**src/rtl/mc_ctrl_pkg.sv**
```systemverilog
// Shared encodings for the multicycle controller: FSM states, datapath mux and
// ALU selects, data-processing cmd codes and ARM condition codes.
package mc_ctrl_pkg;

    typedef enum logic [3:0] {
        S_FETCH  = 4'd0,
        S_DECODE = 4'd1,
        S_MEMADR = 4'd2,
        S_MEMRD  = 4'd3,
        S_MEMWB  = 4'd4,
        S_MEMWR  = 4'd5,
        S_EXECR  = 4'd6,
        S_EXECI  = 4'd7,
        S_ALUWB  = 4'd8,
        S_BRANCH = 4'd9
    } state_t;

    localparam logic [1:0] ALU_ADD = 2'b00;
    localparam logic [1:0] ALU_SUB = 2'b01;
    localparam logic [1:0] ALU_AND = 2'b10;
    localparam logic [1:0] ALU_ORR = 2'b11;

    localparam logic [1:0] RES_ALUOUT = 2'b00;
    localparam logic [1:0] RES_DATA   = 2'b01;
    localparam logic [1:0] RES_ALU    = 2'b10;

    localparam logic [1:0] SRCB_REG = 2'b00;
    localparam logic [1:0] SRCB_IMM = 2'b01;
    localparam logic [1:0] SRCB_4   = 2'b10;

    localparam logic [1:0] IMM_DP  = 2'b00;
    localparam logic [1:0] IMM_MEM = 2'b01;
    localparam logic [1:0] IMM_BR  = 2'b10;

    localparam logic [1:0] OP_DP  = 2'b00;
    localparam logic [1:0] OP_MEM = 2'b01;
    localparam logic [1:0] OP_BR  = 2'b10;
    localparam logic [1:0] OP_UND = 2'b11;

    localparam logic [3:0] CMD_AND = 4'b0000;
    localparam logic [3:0] CMD_SUB = 4'b0010;
    localparam logic [3:0] CMD_ADD = 4'b0100;
    localparam logic [3:0] CMD_CMP = 4'b1010;
    localparam logic [3:0] CMD_ORR = 4'b1100;

    localparam logic [3:0] COND_EQ = 4'b0000;
    localparam logic [3:0] COND_NE = 4'b0001;
    localparam logic [3:0] COND_CS = 4'b0010;
    localparam logic [3:0] COND_CC = 4'b0011;
    localparam logic [3:0] COND_MI = 4'b0100;
    localparam logic [3:0] COND_PL = 4'b0101;
    localparam logic [3:0] COND_VS = 4'b0110;
    localparam logic [3:0] COND_VC = 4'b0111;
    localparam logic [3:0] COND_HI = 4'b1000;
    localparam logic [3:0] COND_LS = 4'b1001;
    localparam logic [3:0] COND_GE = 4'b1010;
    localparam logic [3:0] COND_LT = 4'b1011;
    localparam logic [3:0] COND_GT = 4'b1100;
    localparam logic [3:0] COND_LE = 4'b1101;
    localparam logic [3:0] COND_AL = 4'b1110;
    localparam logic [3:0] COND_NV = 4'b1111;

    function automatic logic cmd_supported(input logic [3:0] cmd);
        return (cmd == CMD_AND) || (cmd == CMD_SUB) || (cmd == CMD_ADD) ||
               (cmd == CMD_CMP) || (cmd == CMD_ORR);
    endfunction

    function automatic logic cmd_arith(input logic [3:0] cmd);
        return (cmd == CMD_ADD) || (cmd == CMD_SUB) || (cmd == CMD_CMP);
    endfunction

    // CMP only sets flags; unsupported commands must leave the register file alone.
    function automatic logic cmd_writes(input logic [3:0] cmd);
        return cmd_supported(cmd) && (cmd != CMD_CMP);
    endfunction

    function automatic logic [1:0] cmd_alu(input logic [3:0] cmd);
        case (cmd)
            CMD_ADD: return ALU_ADD;
            CMD_SUB: return ALU_SUB;
            CMD_CMP: return ALU_SUB;
            CMD_AND: return ALU_AND;
            CMD_ORR: return ALU_ORR;
            default: return ALU_ADD;
        endcase
    endfunction

endpackage

```
**src/rtl/multicycle_controller_if.sv**
```systemverilog
// Instruction-field inputs and datapath control outputs of the multicycle
// controller; slave is the controller side, master the datapath side.
interface multicycle_controller_if;
    logic [1:0] op;
    logic [5:0] funct;
    logic [3:0] rd;
    logic [3:0] cond;
    logic [3:0] alu_flags;

    logic       ir_write;
    logic       adr_src;
    logic       alu_src_a;
    logic       pc_write;
    logic       reg_write;
    logic       mem_write;
    logic [1:0] alu_src_b;
    logic [1:0] result_src;
    logic [1:0] alu_control;
    logic [1:0] imm_src;
    logic [1:0] reg_src;

    modport slave (
        input  op, funct, rd, cond, alu_flags,
        output ir_write, adr_src, alu_src_a, pc_write, reg_write, mem_write,
               alu_src_b, result_src, alu_control, imm_src, reg_src
    );

    modport master (
        output op, funct, rd, cond, alu_flags,
        input  ir_write, adr_src, alu_src_a, pc_write, reg_write, mem_write,
               alu_src_b, result_src, alu_control, imm_src, reg_src
    );
endinterface

```
**src/rtl/mc_cond_unit.sv**
```systemverilog
// Condition unit: NZ/CV flag registers, CondEx evaluation against the stored
// flags, and gating of the PC/register/memory write strobes.
module mc_cond_unit
    import mc_ctrl_pkg::*;
#(
    parameter logic [3:0] PC_REG = 4'd15
) (
    input  logic       clk,
    input  logic       reset,
    input  logic [3:0] cond,
    input  logic [3:0] alu_flags,
    input  logic [3:0] rd,
    input  logic       nz_req,
    input  logic       cv_req,
    input  logic       fetch_req,
    input  logic       br_req,
    input  logic       wb_req,
    input  logic       mem_req,
    output logic       cond_ex,
    output logic       pc_write,
    output logic       reg_write,
    output logic       mem_write
);

    logic [1:0] nz;
    logic [1:0] cv;
    logic       n, z, c, v;
    logic       rd_is_pc;

    assign {n, z} = nz;
    assign {c, v} = cv;
    assign rd_is_pc = (rd == PC_REG);

    // Flags update at the edge closing the execute cycle, so an instruction's
    // own condition always sees the pre-execute values.
    always_ff @(posedge clk) begin
        if (reset) begin
            nz <= 2'b00;
            cv <= 2'b00;
        end else begin
            if (nz_req && cond_ex) nz <= alu_flags[3:2];
            if (cv_req && cond_ex) cv <= alu_flags[1:0];
        end
    end

    always_comb begin
        cond_ex = 1'b0;
        case (cond)
            COND_EQ: cond_ex = z;
            COND_NE: cond_ex = !z;
            COND_CS: cond_ex = c;
            COND_CC: cond_ex = !c;
            COND_MI: cond_ex = n;
            COND_PL: cond_ex = !n;
            COND_VS: cond_ex = v;
            COND_VC: cond_ex = !v;
            COND_HI: cond_ex = c && !z;
            COND_LS: cond_ex = !c || z;
            COND_GE: cond_ex = (n == v);
            COND_LT: cond_ex = (n != v);
            COND_GT: cond_ex = !z && (n == v);
            COND_LE: cond_ex = z || (n != v);
            COND_AL: cond_ex = 1'b1;
            default: cond_ex = 1'b0;
        endcase
    end

    assign pc_write  = !reset && (fetch_req || (br_req && cond_ex) ||
                                  (wb_req && rd_is_pc && cond_ex));
    assign reg_write = !reset && wb_req && !rd_is_pc && cond_ex;
    assign mem_write = !reset && mem_req && cond_ex;

endmodule

```
**src/rtl/multicycle_controller.sv**
```systemverilog
// Multicycle ARM-subset controller: main FSM and instruction decode.
// Define MC_CTRL_STATE_OUT_EN to expose the current state on output port state.
//
//  state    | meaning
//  ---------+------------------------------------------------
//  FETCH    | read instruction, PC <= PC + 4
//  DECODE   | read registers, compute PC + 8
//  MEMADR   | compute load/store address
//  MEMRD    | read data memory
//  MEMWB    | write loaded data to Rd (or PC)
//  MEMWR    | write data memory (conditional)
//  EXECR    | ALU op, register operand B
//  EXECI    | ALU op, immediate operand B
//  ALUWB    | write ALU result to Rd (or PC)
//  BRANCH   | PC <= PC + 8 + offset (conditional)
module multicycle_controller
    import mc_ctrl_pkg::*;
#(
    parameter logic [3:0] PC_REG = 4'd15
) (
    input  logic                    clk,
    input  logic                    reset,
    multicycle_controller_if.slave  bus
`ifdef MC_CTRL_STATE_OUT_EN
    ,
    output logic [3:0]              state
`endif
);

    state_t     cur_state, nxt_state;
    logic       i_bit, s_bit;
    logic [3:0] cmd;
    logic       adr_src, alu_src_a;
    logic [1:0] alu_src_b, result_src, alu_control;
    logic       fetch_req, br_req, wb_req, mem_req, nz_req, cv_req;
    logic       cond_ex;

    assign i_bit = bus.funct[5];
    assign cmd   = bus.funct[4:1];
    assign s_bit = bus.funct[0];

    always_ff @(posedge clk) begin
        if (reset) cur_state <= S_FETCH;
        else       cur_state <= nxt_state;
    end

    always_comb begin
        nxt_state   = cur_state;
        adr_src     = 1'b0;
        alu_src_a   = 1'b0;
        alu_src_b   = SRCB_REG;
        result_src  = RES_ALUOUT;
        alu_control = ALU_ADD;
        fetch_req   = 1'b0;
        br_req      = 1'b0;
        wb_req      = 1'b0;
        mem_req     = 1'b0;
        nz_req      = 1'b0;
        cv_req      = 1'b0;
        case (cur_state)
            S_FETCH: begin
                fetch_req  = 1'b1;
                alu_src_a  = 1'b1;
                alu_src_b  = SRCB_4;
                result_src = RES_ALU;
                nxt_state  = S_DECODE;
            end
            S_DECODE: begin
                alu_src_a  = 1'b1;
                alu_src_b  = SRCB_4;
                result_src = RES_ALU;
                case (bus.op)
                    OP_MEM:  nxt_state = S_MEMADR;
                    OP_DP:   nxt_state = i_bit ? S_EXECI : S_EXECR;
                    OP_BR:   nxt_state = S_BRANCH;
                    default: nxt_state = S_FETCH;
                endcase
            end
            S_MEMADR: begin
                alu_src_b = SRCB_IMM;
                nxt_state = s_bit ? S_MEMRD : S_MEMWR;
            end
            S_MEMRD: begin
                adr_src   = 1'b1;
                nxt_state = S_MEMWB;
            end
            S_MEMWB: begin
                result_src = RES_DATA;
                wb_req     = 1'b1;
                nxt_state  = S_FETCH;
            end
            S_MEMWR: begin
                adr_src   = 1'b1;
                mem_req   = 1'b1;
                nxt_state = S_FETCH;
            end
            S_EXECR, S_EXECI: begin
                alu_src_b   = (cur_state == S_EXECI) ? SRCB_IMM : SRCB_REG;
                alu_control = cmd_alu(cmd);
                nz_req      = s_bit && cmd_supported(cmd);
                cv_req      = s_bit && cmd_arith(cmd);
                nxt_state   = S_ALUWB;
            end
            S_ALUWB: begin
                result_src = RES_ALUOUT;
                wb_req     = cmd_writes(cmd);
                nxt_state  = S_FETCH;
            end
            S_BRANCH: begin
                alu_src_b  = SRCB_IMM;
                result_src = RES_ALU;
                br_req     = 1'b1;
                nxt_state  = S_FETCH;
            end
            default: nxt_state = S_FETCH;
        endcase
    end

    mc_cond_unit #(.PC_REG(PC_REG)) u_cond (
        .clk       (clk),
        .reset     (reset),
        .cond      (bus.cond),
        .alu_flags (bus.alu_flags),
        .rd        (bus.rd),
        .nz_req    (nz_req),
        .cv_req    (cv_req),
        .fetch_req (fetch_req),
        .br_req    (br_req),
        .wb_req    (wb_req),
        .mem_req   (mem_req),
        .cond_ex   (cond_ex),
        .pc_write  (bus.pc_write),
        .reg_write (bus.reg_write),
        .mem_write (bus.mem_write)
    );

    assign bus.ir_write    = fetch_req && !reset;
    assign bus.adr_src     = adr_src;
    assign bus.alu_src_a   = alu_src_a;
    assign bus.alu_src_b   = alu_src_b;
    assign bus.result_src  = result_src;
    assign bus.alu_control = alu_control;
    assign bus.imm_src     = bus.op;
    assign bus.reg_src     = {bus.op == OP_MEM, bus.op == OP_BR};

`ifdef MC_CTRL_STATE_OUT_EN
    assign state = cur_state;
`endif

endmodule

```
**src/flat_wrapper.sv**
```systemverilog
// flat-port wrapper written by rule: the top's interface ports become plain ports
module multicycle_controller_flat import mc_ctrl_pkg::*;
#(
    parameter logic [3:0] PC_REG = 4'd15
)
  (clk, reset, bus_op, bus_funct, bus_rd, bus_cond, bus_alu_flags, bus_ir_write, bus_adr_src, bus_alu_src_a, bus_pc_write, bus_reg_write, bus_mem_write, bus_alu_src_b, bus_result_src, bus_alu_control, bus_imm_src, bus_reg_src);
  multicycle_controller_if bus_i ();
  input  logic clk;
  input  logic reset;
  input wire logic [$bits(bus_i.op)-1:0] bus_op;
  input wire logic [$bits(bus_i.funct)-1:0] bus_funct;
  input wire logic [$bits(bus_i.rd)-1:0] bus_rd;
  input wire logic [$bits(bus_i.cond)-1:0] bus_cond;
  input wire logic [$bits(bus_i.alu_flags)-1:0] bus_alu_flags;
  output wire logic [$bits(bus_i.ir_write)-1:0] bus_ir_write;
  output wire logic [$bits(bus_i.adr_src)-1:0] bus_adr_src;
  output wire logic [$bits(bus_i.alu_src_a)-1:0] bus_alu_src_a;
  output wire logic [$bits(bus_i.pc_write)-1:0] bus_pc_write;
  output wire logic [$bits(bus_i.reg_write)-1:0] bus_reg_write;
  output wire logic [$bits(bus_i.mem_write)-1:0] bus_mem_write;
  output wire logic [$bits(bus_i.alu_src_b)-1:0] bus_alu_src_b;
  output wire logic [$bits(bus_i.result_src)-1:0] bus_result_src;
  output wire logic [$bits(bus_i.alu_control)-1:0] bus_alu_control;
  output wire logic [$bits(bus_i.imm_src)-1:0] bus_imm_src;
  output wire logic [$bits(bus_i.reg_src)-1:0] bus_reg_src;
  assign bus_i.op = bus_op;
  assign bus_i.funct = bus_funct;
  assign bus_i.rd = bus_rd;
  assign bus_i.cond = bus_cond;
  assign bus_i.alu_flags = bus_alu_flags;
  assign bus_ir_write = bus_i.ir_write;
  assign bus_adr_src = bus_i.adr_src;
  assign bus_alu_src_a = bus_i.alu_src_a;
  assign bus_pc_write = bus_i.pc_write;
  assign bus_reg_write = bus_i.reg_write;
  assign bus_mem_write = bus_i.mem_write;
  assign bus_alu_src_b = bus_i.alu_src_b;
  assign bus_result_src = bus_i.result_src;
  assign bus_alu_control = bus_i.alu_control;
  assign bus_imm_src = bus_i.imm_src;
  assign bus_reg_src = bus_i.reg_src;
  multicycle_controller #(.PC_REG(PC_REG)) u_core (.clk(clk), .reset(reset), .bus(bus_i));
endmodule
```
**config.mk**
```make
export PLATFORM = sky130hd
export DESIGN_NAME = multicycle_controller_flat
export DESIGN_NICKNAME = d
export VERILOG_FILES = /design/src/rtl/mc_ctrl_pkg.sv /design/src/rtl/multicycle_controller_if.sv /design/src/rtl/mc_cond_unit.sv /design/src/rtl/multicycle_controller.sv /design/src/flat_wrapper.sv
export SDC_FILE = /design/constraint.sdc
export NUM_CORES = 1
export LEC_CHECK = 0
export CAP_MARGIN = 25
export CORE_ASPECT_RATIO = 1.25
export CORE_MARGIN = 2
export CORE_UTILIZATION = 45
export CTS_CLUSTER_DIAMETER = 30
export DETAILED_ROUTE_END_ITERATION = 16
export MAX_ROUTING_LAYER = met4
export PLACE_DENSITY = 0.8
export SYNTH_ARGS = -nofsm -noshare
export SYNTH_HDL_FRONTEND = slang
export SYNTH_HIERARCHICAL = 1
export SYNTH_SLANG_ARGS = --single-unit
```
**constraint.sdc**
```tcl
create_clock -name clk -period 2.4 [get_ports clk]
set_clock_uncertainty 0.1 [all_clocks]
set_input_delay 0.48 -clock clk [delete_from_list [all_inputs] [get_ports clk]]
set_output_delay 0.48 -clock clk [all_outputs]
set_load 0.02 [all_outputs]
```
; Yosys cells after proc, flatten, opt, wreduce, memory -nomap -nowiden
; Index checks and enable logic that the tools add are counted.
[word_totals]
register_bits = 8
inputBits = 22
output_inout_bits = 16
elab_cells = 97
[op_classes]
eq_ne = 33
n_mux = 18
n_reduce_logical = 43
[op_table]
columns = operator, n
row1 = "== test 4 bit, second input constant", 12
row2 = "== test 4 x 3 -> 1 bit, second input constant", 9
row3 = "== test 4 x 2 -> 1 bit, second input constant", 5
row4 = one-hot mux 4 bit (5 select lines), 1
row5 = logical AND 1 bit, 17
row6 = one-hot mux 1 bit (15 select lines), 1
row7 = zero test 4 bit, 3
row8 = one-hot mux 2 bit (3 select lines), 2
row9 = one-hot mux 4 bit (3 select lines), 1
row10 = logical OR 1 bit, 10
row11 = OR reduction 2 bit, 5
row12 = two-way mux 1 bit, 9
row13 = "== test 4 x 1 -> 1 bit, second input constant", 2
row14 = zero test 1 bit, 6
row15 = "!= test 4 bit, second input constant", 1
row16 = one-hot mux 2 bit (2 select lines), 1
row17 = two-way mux 3 bit, 1
row18 = OR reduction 3 bit, 1
row19 = "== test 2 x 1 -> 1 bit, second input constant", 1
row20 = "== test 2 bit, second input constant", 1
row21 = zero test 2 bit, 1
row22 = two-way mux 2 bit, 1
row23 = one-hot mux 1 bit (2 select lines), 1
row24 = == test 1 bit, 1
row25 = != test 1 bit, 1

; Logic depth before layout (Yosys ltp)
[logic_depth]
depth_word = 11
mapped_depth = 6
ltp_nobuf = 5

; By module
; The synthesis kept the hierarchy.
[by_module_without_submodules]
columns = module, n_inst, cells_each, area_per_inst_um2, seq_area_each_um2
row1 = mc_cond_unit, 1, 61, 580.6, 80.1
row2 = multicycle_controller, 1, 59, 505.5, 80.1

; Worst setup path after synthesis
; No wires, ideal clock.
[synth_path]
path_type = input -> output
from = in bus_cond[1]
to = out bus_pc_write
t_arrival_ns = 2.099
slack_ns = -0.279
path_stages = 6
path_buffers = 1
cell_sequence = buf_2 > or3b_1 > a21o_1 > a31oi_4 > nor3_2 > o31ai_1
[synth_between]
elab_chain_len = 6
elab_cells_between_ends = 21
[synth_lines]
columns = element, line
row1 = "start, declared", flat_wrapper.sv:13  ; input wire logic [$bits(bus_i.cond)-1:0] bus_cond;
row2 = == test 4 bit (tied with other cells), mc_cond_unit.sv:48  ; case (cond)
row3 = one-hot mux 1 bit (15 select lines) *, mc_cond_unit.sv:48
row4 = logical AND 1 bit, mc_cond_unit.sv:68  ; assign pc_write = !reset && (fetch_req || (br_req && cond_ex) ||
row5 = logical OR 1 bit, mc_cond_unit.sv:68
row6 = logical OR 1 bit *, mc_cond_unit.sv:68
row7 = logical AND 1 bit *, mc_cond_unit.sv:68
row8 = "end, declared", flat_wrapper.sv:18  ; output wire logic [$bits(bus_i.pc_write)-1:0] bus_pc_write;
; Every way passes the cells marked *; elsewhere a longest branch is shown, timed or not.

; Worst setup path in the final report
[layout_path]
from = in bus_cond[3]
to = out bus_reg_write
[layout_between]
elab_chain_len = 3
elab_cells_between_ends = 17
[layout_lines]
columns = element, line
row1 = == test 4 bit (tied with other cells), mc_cond_unit.sv:48
row2 = one-hot mux 1 bit (15 select lines) *, mc_cond_unit.sv:48
row3 = logical AND 1 bit *, mc_cond_unit.sv:70  ; assign reg_write = !reset && wb_req && !rd_is_pc && cond_ex;
row4 = "end, declared", flat_wrapper.sv:19  ; output wire logic [$bits(bus_i.reg_write)-1:0] bus_reg_write;
; Marks and branches as above.

==> flow_summary.json <==
{
  "status": "complete, but fails checks",
  "violations": "setup timing",
  "crit_fanout": 5,
  "final_nets": 204,
  "initial_utilization_pct": 48.43,
  "num_io_pins": 38,
  "first_iter_violations": 15,
  "remaining_drc_errors": 0,
  "viasPerCell": 5.365,
  "layout_setup_ws_ps": -124.3,
  "crit_type": "in -> out",
  "p_leak_nw": 0.7403,
  "reg2reg_slack_ps": 370,
  "crit_arrival_ps": 1940,
  "routedWlPerCell_um": 16.01,
  "period_share_pct": 105.2,
  "period_minus_slack_ps": 2524,
  "critical_path.top_delay_family": "buffers and inverters",
  "max_stage_delay_ps": 220,
  "clkTransAtPathRegs_ps": 60,
  "synthToLayoutAreaGrowth_pct": 63.47,
  "cts_made_buffers": 3,
  "syn_inst": 119,
  "die_h_um": 58.83,
  "critPathBufInv": 5,
  "hold_violations": 0,
  "n_fill_cell": 163,
  "clock-root-buffer": "clkbuf_4",
  "cts_tree": "yes",
  "multi_input_area_um2": 909.6,
  "cts_buffer_depth": 2,
  "globalRouteOverflowTotal": 0,
  "clk-insertion-delay-late_ps": 260,
  "hp-class": "reg -> reg",
  "holdPathStages": 2,
  "slowest_stage": "a31oi_4",
  "cp_common_cell": "buf_4",
  "r2r_cells": 6,
  "diodes": 0,
  "critPathRequiredTime_ps": 1820,
  "holdPathEnd": "u_core/u_cond/cv[1]$_SDFFE_PP0P_",
  "max_freq_ghz": 0.3962,
  "worst_ir_drop_vdd_mv": 0.2847,
  "dr_total_vias": 1132,
  "grt_pass1_wl_mm": 4.429,
  "grt_pass1_vias": 1023,
  "drive_gt1_share_pct": 45.56,
  "slew_violations": 0,
  "drt_wl_total_mm": 3.378,
  "dr.pass1.iters": 4,
  "io_buffers": 37,
  "power_density_mw_per_mm2": 296.6,
  "coreArea_mm2": 0.002235,
  "cap_violations": 0,
  "cp-end-kind": "primary output",
  "cp.depth": 10,
  "reg2reg_from": "u_core/u_cond/nz[1]$_SDFFE_PP0P_",
  "whs_ps": 441.6,
  "hp-start": "u_core/u_cond/cv[1]$_SDFFE_PP0P_",
  "path_cells": "buf_8, buf_4, nor2b_2, o21ai_0, buf_4, a31oi_4, nor3_4, buf_6, nor4b_4, buf_4",
  "ff_latch_area_um2": 168.9,
  "die_area_mm2": 0.002816,
  "setup_viol": 3,
  "rr_endpoint": "u_core/u_cond/nz[0]$_SDFFE_PP0P_",
  "die_w_um": 47.87,
  "globalplace.congestion": 0.8610,
  "cts_sinks": 8,
  "rsz0062_at_grt": "yes",
  "avgSynthCellArea_um2": 9.095,
  "grt_antenna_before_repair": 0,
  "synth_nets": 141,
  "worstMarginPinSlew_ps": 300.4,
  "p_total_mw": 0.5247,
  "yosys_warnings": 6,
  "ant_nets": 0,
  "htreeDepth": 1,
  "grt_max_degree": 11,
  "max-slew-margin-rel_pct": 79.92,
  "cp-start-kind": "input pin",
  "hpwlAfterDp_mm": 2.318,
  "rows": 19,
  "grtUsageTotal_pct": 22.15,
  "syn-cell-area_mm2": 0.001082
}
## layout make-up
class	instances	area share (%)
inverters	2	0.4243
multi-input cells	96	51.41
repair buffers	71	35.15
well taps	31	2.192
flip-flops and latches	8	9.547
clock buffers	3	1.273
## flip-flops by register name (all words and copies together), names as in the netlist
signal,cells
u_core/cur_state,4
u_core/u_cond/nz,2
u_core/u_cond/cv,2
## tightest hold or removal path: cells and delay by family (launching register included)
kind,cells,cell delay [ps]
flops,1,340
simple gates,1,80
mux,1,70
## cell usage in the layout (no fill, tap or decap), drive strengths merged, types with 3 or more instances in the layout
cell / count
buf: 41
clkdlybuf4s50: 23
nand2b: 14
dfxtp: 8
nor3: 7
a21oi: 7
mux2i: 5
nor2: 5
nor3b: 5
nor2b: 5
clkbuf: 4
o21ai: 4
dlymetal6s2s: 3
o31ai: 3
xor2: 3
nor4b: 3
## stage by stage
stage	worst slack [ps]	instances	instance area [um2]	utilization, %	setup TNS (ps)
final	-124.3	211	1769	79.17	-342.4
after global routing	-209.9	211	1769	79.17	-592.2
after CTS	-200.9	210	1704	76.26	-430.2
after detailed placement	-929.2	204	1645	73.63	-4257
after global placement	-892.0	204	1645	73.63	-3903
after floorplan	0.1404	119	1126	-	0
## timing repair
action	4_1_cts	5_1_grt
endpoints found under the setup margin	8	6
gates resized for setup	44	25
hold buffers	0	0
setup buffers	3	1
pin swaps	8	13
## worst max-delay path by stage
| stage | endpoint | from | slack, ps |
|---|---|---|---|
| after floorplan | bus_reg_write | bus_cond[1] | 0.1 |
| after global placement | bus_pc_write | bus_cond[3] | -890 |
| after detailed placement | bus_pc_write | bus_cond[3] | -930 |
| after CTS | bus_reg_write | bus_cond[3] | -200 |
| after global routing | bus_reg_write | bus_cond[3] | -210 |
| final | bus_reg_write | bus_cond[3] | -120 |
## power by group
group	leakage (nW)	internal (mW)	switching, mW
sequential	0.0671	0.135	0.00696
clock	0.0138	0.0576	0.0519
combinational	0.659	0.148	0.125
total	0.740	0.341	0.184
## metal layers
layer	GRT usage, %	part of all wire [%]	wire (um)	vias to the layer above
li1	-	-	-	565
met1	23.45	37	1233	535
met2	40.95	58	1974	26
met3	5.215	3.9	132	6
met4	2.703	1.1	38	0
met5	-	0	0	-
(Power assumes the default switching activity.)
